===== src/rtl/soc_prio_int_ctl_if.sv =====
// Interrupt controller bus bundle: raw triggers, register port, core claim/complete.
// Latency: wiring only.
// Backpressure: none. The core paces claims and completes; register writes are single-cycle strobes.
// master: the peripheral/core side that drives triggers, register accesses and claim/complete.
// slave : the controller. It returns read data and the registered irq_out/irq_id.
interface soc_prio_int_ctl_if #(
    parameter int NUM_INTS = 32,
    parameter int ID_BITS  = 5
);
    logic [NUM_INTS-1:0] int_triggers;
    logic [3:0]          reg_addr;
    logic                reg_we;
    logic [31:0]         reg_wdata;
    logic [31:0]         reg_rdata;
    logic                irq_out;
    logic [ID_BITS-1:0]  irq_id;
    logic                irq_claim;
    logic                irq_complete;
    logic [ID_BITS-1:0]  complete_id;

    modport master (
        output int_triggers, reg_addr, reg_we, reg_wdata,
               irq_claim, irq_complete, complete_id,
        input  reg_rdata, irq_out, irq_id
    );

    modport slave (
        input  int_triggers, reg_addr, reg_we, reg_wdata,
               irq_claim, irq_complete, complete_id,
        output reg_rdata, irq_out, irq_id
    );
endinterface


===== src/rtl/soc_prio_int_ctl.sv =====
// Priority interrupt controller. It supports edge/level channels, per-channel priority,
// a threshold, and nested in-service tracking with claim/complete.
// Latency: 1 cycle from a pending or config change to irq_out/irq_id.
// A claim is reflected in the arbitration at the same edge that records it.
// Backpressure: none. The core claims whenever irq_out=1. Register writes land on the next edge.
// Ports: clk, res (async, active-high) and bus (slave modport).
// The bus carries int_triggers, reg_addr/reg_we/reg_wdata/reg_rdata,
// irq_out/irq_id, irq_claim, irq_complete and complete_id.
module soc_prio_int_ctl #(
    parameter int NUM_INTS  = 32,
    parameter int PRIO_BITS = 3,
    parameter int ID_BITS   = 5
) (
    input  logic              clk,
    input  logic              res,
    soc_prio_int_ctl_if.slave bus
);

    typedef logic [PRIO_BITS-1:0] prio_t;

    localparam logic [3:0] A_ENABLE    = 4'h0;
    localparam logic [3:0] A_MODE      = 4'h1;
    localparam logic [3:0] A_PENDING   = 4'h2;
    localparam logic [3:0] A_INSERVICE = 4'h3;
    localparam logic [3:0] A_THRESHOLD = 4'h4;
    localparam logic [3:0] A_STATUS    = 4'h5;

    // Architectural state
    logic [NUM_INTS-1:0] enable_q, enable_d;
    logic [NUM_INTS-1:0] mode_q, mode_d;
    logic [NUM_INTS-1:0] pending_q, pending_d;
    logic [NUM_INTS-1:0] inservice_q, inservice_d;
    logic [NUM_INTS-1:0] trig_prev_q;
    prio_t [NUM_INTS-1:0] prio_q, prio_d;
    prio_t               thresh_q, thresh_d;
    logic                irq_out_q, irq_out_d;
    logic [ID_BITS-1:0]  irq_id_q, irq_id_d;

    // Per-cycle decode
    logic                claim_acc;
    logic [NUM_INTS-1:0] claim_mask;
    logic [NUM_INTS-1:0] comp_mask;
    logic [NUM_INTS-1:0] w1c_mask;
    logic [NUM_INTS-1:0] edge_ev;
    logic [NUM_INTS-1:0] level_ev;
    logic [NUM_INTS-1:0] event_vec;
    logic [NUM_INTS-1:0] arb_pend;
    logic [NUM_INTS-1:0] arb_is;
    prio_t               max_is_prio;
    prio_t               best_prio;
    logic [31:0]         rdata;

    // A claim is only meaningful while irq_out is up. It names the registered id,
    // so a same-cycle disable cannot retract it.
    always_comb begin
        claim_acc  = bus.irq_claim & irq_out_q;
        claim_mask = '0;
        comp_mask  = '0;
        for (int i = 0; i < NUM_INTS; i++) begin
            if (claim_acc && (irq_id_q == ID_BITS'(i))) begin
                claim_mask[i] = 1'b1;
            end
            // Ids >= NUM_INTS match no channel, so they are dropped here.
            if (bus.irq_complete && (bus.complete_id == ID_BITS'(i))) begin
                comp_mask[i] = 1'b1;
            end
        end
    end

    // Register writes
    always_comb begin
        enable_d = enable_q;
        mode_d   = mode_q;
        thresh_d = thresh_q;
        prio_d   = prio_q;
        w1c_mask = '0;
        if (bus.reg_we) begin
            case (bus.reg_addr)
                A_ENABLE:    enable_d = bus.reg_wdata[NUM_INTS-1:0];
                A_MODE:      mode_d   = bus.reg_wdata[NUM_INTS-1:0];
                A_PENDING:   w1c_mask = bus.reg_wdata[NUM_INTS-1:0];
                A_THRESHOLD: thresh_d = bus.reg_wdata[PRIO_BITS-1:0];
                default: begin
                    // PRIO words 0x8..0xB: eight 4-bit nibbles per word.
                    // Only the low PRIO_BITS of each nibble are stored.
                    for (int i = 0; i < NUM_INTS; i++) begin
                        if (bus.reg_addr == 4'(8 + i / 8)) begin
                            prio_d[i] = bus.reg_wdata[4 * (i % 8) +: PRIO_BITS];
                        end
                    end
                end
            endcase
        end
    end

    // Pending / in-service next state
    always_comb begin
        // On a claim and complete of the same channel, the claim's set wins.
        inservice_d = (inservice_q & ~comp_mask) | claim_mask;
        edge_ev     = bus.int_triggers & ~trig_prev_q;
        // Level sources are gated by next-cycle in-service status.
        // Claiming a held level line therefore clears it cleanly.
        // Completing it re-pends on the same edge that drops in-service.
        level_ev    = bus.int_triggers & ~inservice_d;
        event_vec   = (mode_q & edge_ev) | (~mode_q & level_ev);
        // Sets beat clears: a fresh event survives a same-cycle claim or W1C.
        pending_d   = (pending_q & ~claim_mask & ~w1c_mask) | event_vec;
    end

    // Arbitration. A claim takes effect here at once, so irq_out never presents
    // the just-claimed id a second time.
    always_comb begin
        arb_pend    = pending_q & ~claim_mask;
        arb_is      = inservice_q | claim_mask;
        max_is_prio = '0;
        for (int i = 0; i < NUM_INTS; i++) begin
            if (arb_is[i] && (prio_q[i] > max_is_prio)) begin
                max_is_prio = prio_q[i];
            end
        end
        irq_out_d = 1'b0;
        irq_id_d  = '0;
        best_prio = '0;
        // Ascending scan with a strict compare, so ties go to the lower index.
        for (int i = 0; i < NUM_INTS; i++) begin
            if (arb_pend[i] && enable_q[i] && (prio_q[i] != '0) &&
                (prio_q[i] > thresh_q) && (prio_q[i] > max_is_prio) &&
                (prio_q[i] > best_prio)) begin
                irq_out_d = 1'b1;
                irq_id_d  = ID_BITS'(i);
                best_prio = prio_q[i];
            end
        end
    end

    // Read mux: registered state only, no write bypass.
    always_comb begin
        rdata = '0;
        case (bus.reg_addr)
            A_ENABLE:    rdata[NUM_INTS-1:0]  = enable_q;
            A_MODE:      rdata[NUM_INTS-1:0]  = mode_q;
            A_PENDING:   rdata[NUM_INTS-1:0]  = pending_q;
            A_INSERVICE: rdata[NUM_INTS-1:0]  = inservice_q;
            A_THRESHOLD: rdata[PRIO_BITS-1:0] = thresh_q;
            A_STATUS: begin
                rdata[31]           = irq_out_q;
                rdata[ID_BITS-1:0]  = irq_id_q;
            end
            default: begin
                for (int i = 0; i < NUM_INTS; i++) begin
                    if (bus.reg_addr == 4'(8 + i / 8)) begin
                        rdata[4 * (i % 8) +: PRIO_BITS] = prio_q[i];
                    end
                end
            end
        endcase
    end

    // trig_prev resets to 0. A line already high at release then looks like a rising edge.
    always_ff @(posedge clk or posedge res) begin
        if (res) begin
            enable_q    <= '0;
            mode_q      <= '0;
            pending_q   <= '0;
            inservice_q <= '0;
            trig_prev_q <= '0;
            prio_q      <= '0;
            thresh_q    <= '0;
            irq_out_q   <= 1'b0;
            irq_id_q    <= '0;
        end else begin
            enable_q    <= enable_d;
            mode_q      <= mode_d;
            pending_q   <= pending_d;
            inservice_q <= inservice_d;
            trig_prev_q <= bus.int_triggers;
            prio_q      <= prio_d;
            thresh_q    <= thresh_d;
            irq_out_q   <= irq_out_d;
            irq_id_q    <= irq_id_d;
        end
    end

    assign bus.reg_rdata = rdata;
    assign bus.irq_out   = irq_out_q;
    assign bus.irq_id    = irq_id_q;

endmodule


===== src/flat_wrapper.sv =====
// flat-port wrapper written by rule: the top's interface ports become plain ports
module soc_prio_int_ctl_flat 
#(
    parameter int NUM_INTS  = 32,
    parameter int PRIO_BITS = 3,
    parameter int ID_BITS   = 5
)
  (clk, res, bus_int_triggers, bus_reg_addr, bus_reg_we, bus_reg_wdata, bus_irq_claim, bus_irq_complete, bus_complete_id, bus_reg_rdata, bus_irq_out, bus_irq_id);
  soc_prio_int_ctl_if #(.NUM_INTS(NUM_INTS), .ID_BITS(ID_BITS)) bus_i ();
  input  logic clk;
  input  logic res;
  input wire logic [$bits(bus_i.int_triggers)-1:0] bus_int_triggers;
  input wire logic [$bits(bus_i.reg_addr)-1:0] bus_reg_addr;
  input wire logic [$bits(bus_i.reg_we)-1:0] bus_reg_we;
  input wire logic [$bits(bus_i.reg_wdata)-1:0] bus_reg_wdata;
  input wire logic [$bits(bus_i.irq_claim)-1:0] bus_irq_claim;
  input wire logic [$bits(bus_i.irq_complete)-1:0] bus_irq_complete;
  input wire logic [$bits(bus_i.complete_id)-1:0] bus_complete_id;
  output wire logic [$bits(bus_i.reg_rdata)-1:0] bus_reg_rdata;
  output wire logic [$bits(bus_i.irq_out)-1:0] bus_irq_out;
  output wire logic [$bits(bus_i.irq_id)-1:0] bus_irq_id;
  assign bus_i.int_triggers = bus_int_triggers;
  assign bus_i.reg_addr = bus_reg_addr;
  assign bus_i.reg_we = bus_reg_we;
  assign bus_i.reg_wdata = bus_reg_wdata;
  assign bus_i.irq_claim = bus_irq_claim;
  assign bus_i.irq_complete = bus_irq_complete;
  assign bus_i.complete_id = bus_complete_id;
  assign bus_reg_rdata = bus_i.reg_rdata;
  assign bus_irq_out = bus_i.irq_out;
  assign bus_irq_id = bus_i.irq_id;
  soc_prio_int_ctl #(.NUM_INTS(NUM_INTS), .PRIO_BITS(PRIO_BITS), .ID_BITS(ID_BITS)) u_core (.clk(clk), .res(res), .bus(bus_i));
endmodule

===== config.mk =====
export PLATFORM = sky130hd
export DESIGN_NAME = soc_prio_int_ctl_flat
export DESIGN_NICKNAME = d
export VERILOG_FILES = /design/src/rtl/soc_prio_int_ctl_if.sv /design/src/rtl/soc_prio_int_ctl.sv /design/src/flat_wrapper.sv
export SDC_FILE = /design/constraint.sdc
export NUM_CORES = 1
export LEC_CHECK = 0
export BUFFER_PORTS_ARGS = -buffer_cell sky130_fd_sc_hd__buf_2
export CORE_ASPECT_RATIO = 1.4
export CORE_MARGIN = 4
export CORE_UTILIZATION = 25
export CTS_CLUSTER_SIZE = 30
export DETAILED_ROUTE_END_ITERATION = 12
export GPL_ROUTABILITY_DRIVEN = 0
export HOLD_SLACK_MARGIN = 0.05
export PLACE_DENSITY = 0.46
export SLEW_MARGIN = 20
export SYNTH_ARGS = -nofsm -noshare
export SYNTH_HDL_FRONTEND = slang
export SYNTH_SLANG_ARGS = --single-unit
export TNS_END_PERCENT = 5

===== constraint.sdc =====
create_clock -name clk -period 108.6 [get_ports clk]
set_clock_uncertainty 0.05 [all_clocks]
set_input_delay 5.43 -clock clk [delete_from_list [all_inputs] [get_ports clk]]
set_output_delay 5.43 -clock clk [all_outputs]
set_load 0.1 [all_outputs]

Yosys cells after proc, flatten, opt, wreduce, memory -nomap -nowiden
Cells that the tools add are included.
{"block": "word_totals", "regBits": 265, "latchBits": 0, "ram_bits": 0, "romBits": 0, "input_bits": 78, "out_inout_bits": 38, "wordCells": 798, "n_memories": 0}
{"block": "op_classes", "n_addsub": 0, "multipliers": 0, "n_div": 0, "n_lt_le_gt_ge": 127, "eq_ne": 71, "n_shift": 0, "n_mux": 241, "bitwise": 19, "reduce_logical": 300}
{"op": "> comparator 3 bit", "count": 126}
{"op": "two-way mux 3 bit", "count": 99}
{"op": "logical AND 1 bit", "count": 256}
{"op": "AND 32 bit", "count": 7}
{"op": "NOT 32 bit", "count": 6}
{"op": "== test 5 bit (second input constant)", "count": 32}
{"op": "OR 32 bit", "count": 4}
{"op": "two-way mux 1 bit", "count": 97}
{"op": "nonzero test 3 bit", "count": 32}
{"op": "one-hot mux 3 bit (5 select lines)", "count": 6}
{"op": "== test 5 x 4 -> 1 bit (second input constant)", "count": 16}
{"op": "two-way mux 5 bit", "count": 16}
{"op": "two-way mux 32 bit", "count": 2}
{"op": "== test 5 x 3 -> 1 bit (second input constant)", "count": 8}
{"op": "two-way mux 4 bit", "count": 8}
{"op": "one-hot mux 1 bit (4 select lines)", "count": 6}
{"op": "== test 5 x 2 -> 1 bit (second input constant)", "count": 4}
{"op": "one-hot mux 3 bit (6 select lines)", "count": 1}
{"op": "== test 4 bit (second input constant)", "count": 4}
{"op": "AND reduction 3 bit", "count": 4}
{"op": "== test 5 x 1 -> 1 bit (second input constant)", "count": 2}
{"op": "zero test 5 bit", "count": 2}
{"op": "one-hot mux 1 bit (5 select lines)", "count": 2}
{"op": "one-hot mux 2 bit (5 select lines)", "count": 1}
{"op": "12 further kinds", "count": 17}

Longest topological paths before layout
{"block": "logic_depth", "depth_word": 196, "ltp_mapped": 430, "depth_no_buf": 427}

Least setup slack after synthesis
Ideal clock, no wire load.
{"block": "synth_path", "kind": "in2reg", "start": "in bus_irq_claim", "end": "reg u_core.irq_out_q (netlist: u_core.bus.irq_out)", "setup_time_ns": 0.131, "arrival_ns": 79.324, "required_ns": 108.419, "setup_slack_ns": 29.095, "stages": 411, "path_buffers": 2, "cell_sequence": "clkbuf_1 and3b_1 buf_2 nand2_1 nand2b_1 and2_1 ha_1 and3b_1 o21ai_0 nand2b_1 o21ai_0 ha_1 nor2_1 maj3_1 maj3_1 nand3_1 nand2_1 ha_1 (+375 left out) o21ai_0 a21oi_1 nor2_1 ha_1 nand3_1 nand3_1 nor4_1 nand2_1 mux2_2 ha_1 a21o_1 a21oi_1 nor4_1 o2111ai_1 and2_1 nand3_2 or3_1 or3_1"}
{"block": "synth_via", "elab_chain_len": 196, "word_cells_on_any_way": 449, "classes_between": "order compare: 94; mux: 127; bitwise: 4; reduce/logical: 224"}
{"element": "start, declared", "line_no": "flat_wrapper.sv:16", "source": "input wire logic [$bits(bus_i.irq_claim)-1:0] bus_irq_claim;"}
{"element": "AND 1 bit (*)", "line_no": "soc_prio_int_ctl.sv:56", "source": "claim_acc = bus.irq_claim & irq_out_q;"}
{"element": "logical AND 1 bit", "line_no": "soc_prio_int_ctl.sv:60", "source": "if (claim_acc && (irq_id_q == ID_BITS'(i))) begin"}
{"element": "two-way mux 1 bit", "line_no": "soc_prio_int_ctl.sv:60"}
{"element": "OR 32 bit", "line_no": "soc_prio_int_ctl.sv:114", "source": "arb_is = inservice_q | claim_mask;"}
{"element": "logical AND 1 bit", "line_no": "soc_prio_int_ctl.sv:117", "source": "if (arb_is[i] && (prio_q[i] > max_is_prio)) begin"}
{"element": "two-way mux 3 bit", "line_no": "soc_prio_int_ctl.sv:117"}
{"element": "> comparator 3 bit", "line_no": "soc_prio_int_ctl.sv:117"}
{"element": "logical AND 1 bit", "line_no": "soc_prio_int_ctl.sv:117"}
{"element": "(+181 left out)"}
{"element": "two-way mux 3 bit", "line_no": "soc_prio_int_ctl.sv:126", "source": "if (arb_pend[i] && enable_q[i] && (prio_q[i] != '0) &&"}
{"element": "> comparator 3 bit", "line_no": "soc_prio_int_ctl.sv:128", "source": "(prio_q[i] > best_prio)) begin"}
{"element": "logical AND 1 bit", "line_no": "soc_prio_int_ctl.sv:127", "source": "(prio_q[i] > thresh_q) && (prio_q[i] > max_is_prio) &&"}
{"element": "two-way mux 3 bit", "line_no": "soc_prio_int_ctl.sv:126"}
{"element": "> comparator 3 bit", "line_no": "soc_prio_int_ctl.sv:128"}
{"element": "logical AND 1 bit", "line_no": "soc_prio_int_ctl.sv:127"}
{"element": "two-way mux 1 bit (*)", "line_no": "soc_prio_int_ctl.sv:126"}
{"element": "named net u_core.irq_out_d", "line_no": "soc_prio_int_ctl.sv:36", "source": "logic irq_out_q, irq_out_d;"}
{"element": "end signal, assigned", "line_no": "soc_prio_int_ctl.sv:179", "source": "irq_out_q <= irq_out_d;"}
{"element": "end, declared", "line_no": "soc_prio_int_ctl.sv:36"}
The timed path passes the listed nets; every way through them passes the cells marked *.
A chain may end at the register's enable or synchronous reset.

Worst setup path in the final report
Ends and elaborated chain as after synthesis.

==> flow_summary_export.csv <==
group,metric,value,unit
placed_design,dpl_cell_area,0.02640,mm2
final_layout,final_nets,3249,
timing,grt_setup_unrepaired,"no",
drt,vias_per_cell,5.620,
critical_path,worst_ep_required_time,109.07,ns
clocking,clock_latency,0.64,ns
critical_path,ff2ff_path_depth,407,
yosys,synthTopCellsByArea,"dfrtp_1 27%, ha_1 10%, mux2_2 6.9%, nand2_1 5.4%, a22oi_1 3.8%",
yosys,synthFlopType,"dfrtp_1",
clocking,cts_setup_buffers,0,
yosys,async_flop_share,1.000,
floorplan,core,0.09679,mm2
timing,finalSetupTns,0,ns
placed_design,io_buffers,115,
critical_path,critical_path_arrival,89.58,ns
global_routing,antenna_found_initial,14,
clocking,cts.sinks,265,
global_routing,grt_pass1_wl,166400,um
floorplan,core.rowCount,135,
global_routing,grt_pass1_vias,23641,
yosys,ys_seq_area_frac,0.2719,
global_routing,overflow,0,
clocking,cts-root-buf,"clkbuf_16",
floorplan,start_util,0.2520,
timing,worstMarginPinSlew,1.293,ns
clocking,cts_hold_buf,0,
critical_path,cpLargestDelayFamily,"compound AO/OA/AOI/OAI gates",
global_routing,grt_start_max_net_pins,99,
final_layout,nFillCells,10447,
drt,wirelength,115400,um
drt,drc_errors,0,
hold_path,hold_depth,1,
drt,routedWlPerCell,26.82,um
critical_path,cp_slowest_cell,"and3b_1",
yosys,synth_area,0.02439,mm2
timing,final_max_slew_viol_count,0,
yosys,syn_nets,3200,
yosys,synth_edf_count,0,
clocking,path_clk_slew,0.06,ns
final_layout,area_growth,12.54,%
clocking,post_cts_resized,0,
power,vdd_drop_max,0.02822,mV
final_layout,stdcell_area,0.02744,mm2
floorplan,die_x,272.0,um
drt,drtPass1Iterations,8,
yosys,ys_ff_latch,265,
critical_path,critPathKind,"input pin to flop",
clocking,cts_buffers,31,
drt,num_vias,24183,
clocking,clockBufferDepth,3,
yosys,yosysTopAreaCellShare,0.2719,
yosys,netlist-cell-type-count,121,
drt,drt_iter0_drc,2051,
timing,hold_viol,0,
timing,slew_headroom,0.1379,
placed_design,dp_hpwl,86970,um
drt,ant_nets,0,
floorplan,io_pins,116,
timing,setup_violations,0,
floorplan,die_h,377.5,um
yosys,synth_common_cells,"349 x nand2_1, 265 x dfrtp_1, 222 x nor2_1, 198 x ha_1, 183 x o21ai_0",
critical_path,worst_path_largest_cell_delay,0.68,ns
power,leakage,0.01180,uW
flow_run,drv_cap,0,
timing,min_period,89.11,ns
yosys,yosysMostFrequentCell,"nand2_1",
yosys,synth.avg_cell_area,8.340,um2
power,power.density,40.26,mW/mm2
clocking,tritoncts,"yes",
critical_path,startpoint_type,"input pin",
timing,min_period_over_period,0.8205,
critical_path,cp.depth,409,
critical_path,cpMostUsedCell,"nor2_1",
outcome,outcome,"complete, no violations",
final_layout,multiInputGateArea,0.01672,mm2
floorplan,dieArea,0.1027,mm2
yosys,yosys_warnings,0,
timing,fmax,11.22,MHz
final_layout,regArea,0.006633,mm2
timing,holdWs,0.4922,ns
yosys,netlist_instances,2924,
critical_path,critPathMaxFanout,13,
critical_path,critPathBufInv,12,
critical_path,end_kind,"flop",
yosys,yosys.area.top_type,"dfrtp_1",
final_layout,drive_gt1_frac,0.1578,
clocking,h-tree-depth,1,
hold_path,worst_hold_path_type,"flop to flop",
global_routing,track_usage,0.2180,
-- flip-flops by register name, indices dropped and copies added, names as in the netlist, 3 cells and up --
register,count
u_core.enable_q,32
u_core.inservice_q,32
u_core.prio_q,96
u_core.thresh_q,3
u_core.mode_q,32
u_core.bus.irq_id,5
u_core.trig_prev_q,32
u_core.pending_q,32
-- cells by family after synthesis --
kind of cell,count (synthesis),share of synthesized area
compound gates,970,0.2795
xor+xnor,2,0.0007184
fa+ha+maj,268,0.1304
buf+inv,277,0.04536
flops,265,0.2719
mux,195,0.08774
simple gates,947,0.1844
-- layer usage --
metal / up-vias / track usage / routed length [um]
met5: - / 0 / 0
met4: 0 / 0.1284 / 8129
met3: 256 / 0.02154 / 5961
met2: 888 / 0.3761 / 55170
met1: 11964 / 0.2630 / 46150
li1: 11075 / - / -
-- final cells by class --
cell class / instances / share of cell area
Multi-Input combinational cell: 2382 / 0.6092
Sequential cell: 265 / 0.2417
Tap cell: 1301 / 0.05931
Timing Repair Buffer: 161 / 0.03356
Clock buffer: 40 / 0.03059
Inverter: 132 / 0.01833
Clock inverter: 17 / 0.006839
Antenna cell: 5 / 0.0004559
-- path summary, 6_finish.rpt --
check	start	endpoint	slack [ns]
max	bus_irq_claim	u_core.bus.irq_out	19.49
min	u_core.enable_q[4]	u_core.enable_q[4]	0.49
max reg2reg	u_core.bus.irq_id[0]	u_core.bus.irq_out	23.95
min reg2reg	u_core.enable_q[4]	u_core.enable_q[4]	0.49
max in group asynchronous	res	u_core.mode_q[9]	102.23
min in group asynchronous	res	u_core.trig_prev_q[25]	4.87
-- per-stage QoR --
step                      total power, uW    util  setup slack, ns  std cells
final                                1105  0.2836            19.49       4303
after global routing                 1212  0.2834            12.60       4298
after CTS                            1101  0.2834            19.94       4298
after global placement              976.7  0.2728            20.67       4241
after detailed placement            984.9  0.2728            19.49       4241
after floorplan                     765.5       -            29.09       2924
-- placed cells by master, fill, tap and decap left out, drive strengths merged, types with 24 or more instances in the layout --
| cell | instances |
|---|---|
| or2 | 24 |
| nor3 | 58 |
| o31ai | 26 |
| inv | 134 |
| maj3 | 70 |
| buf | 161 |
| nand2 | 350 |
| nor2 | 223 |
| mux2i | 45 |
| and2 | 43 |
| a32o | 24 |
| a22oi | 124 |
| ha | 198 |
| dfrtp | 265 |
| nand2b | 33 |
| mux2 | 150 |
| nand3 | 71 |
| a21oi | 179 |
| o21ai | 202 |
| a21o | 77 |
| clkbuf | 40 |
| o21a | 28 |
| and3 | 45 |
| a31oi | 64 |
-- power by group --
part	total, uW	internal (uW)	switching (uW)
combinational	825	318	506
sequential	169	121	47.6
clock	111	61.8	49.6
total	1100	501	603
Note: power is estimated with default switching activity, not from simulation.
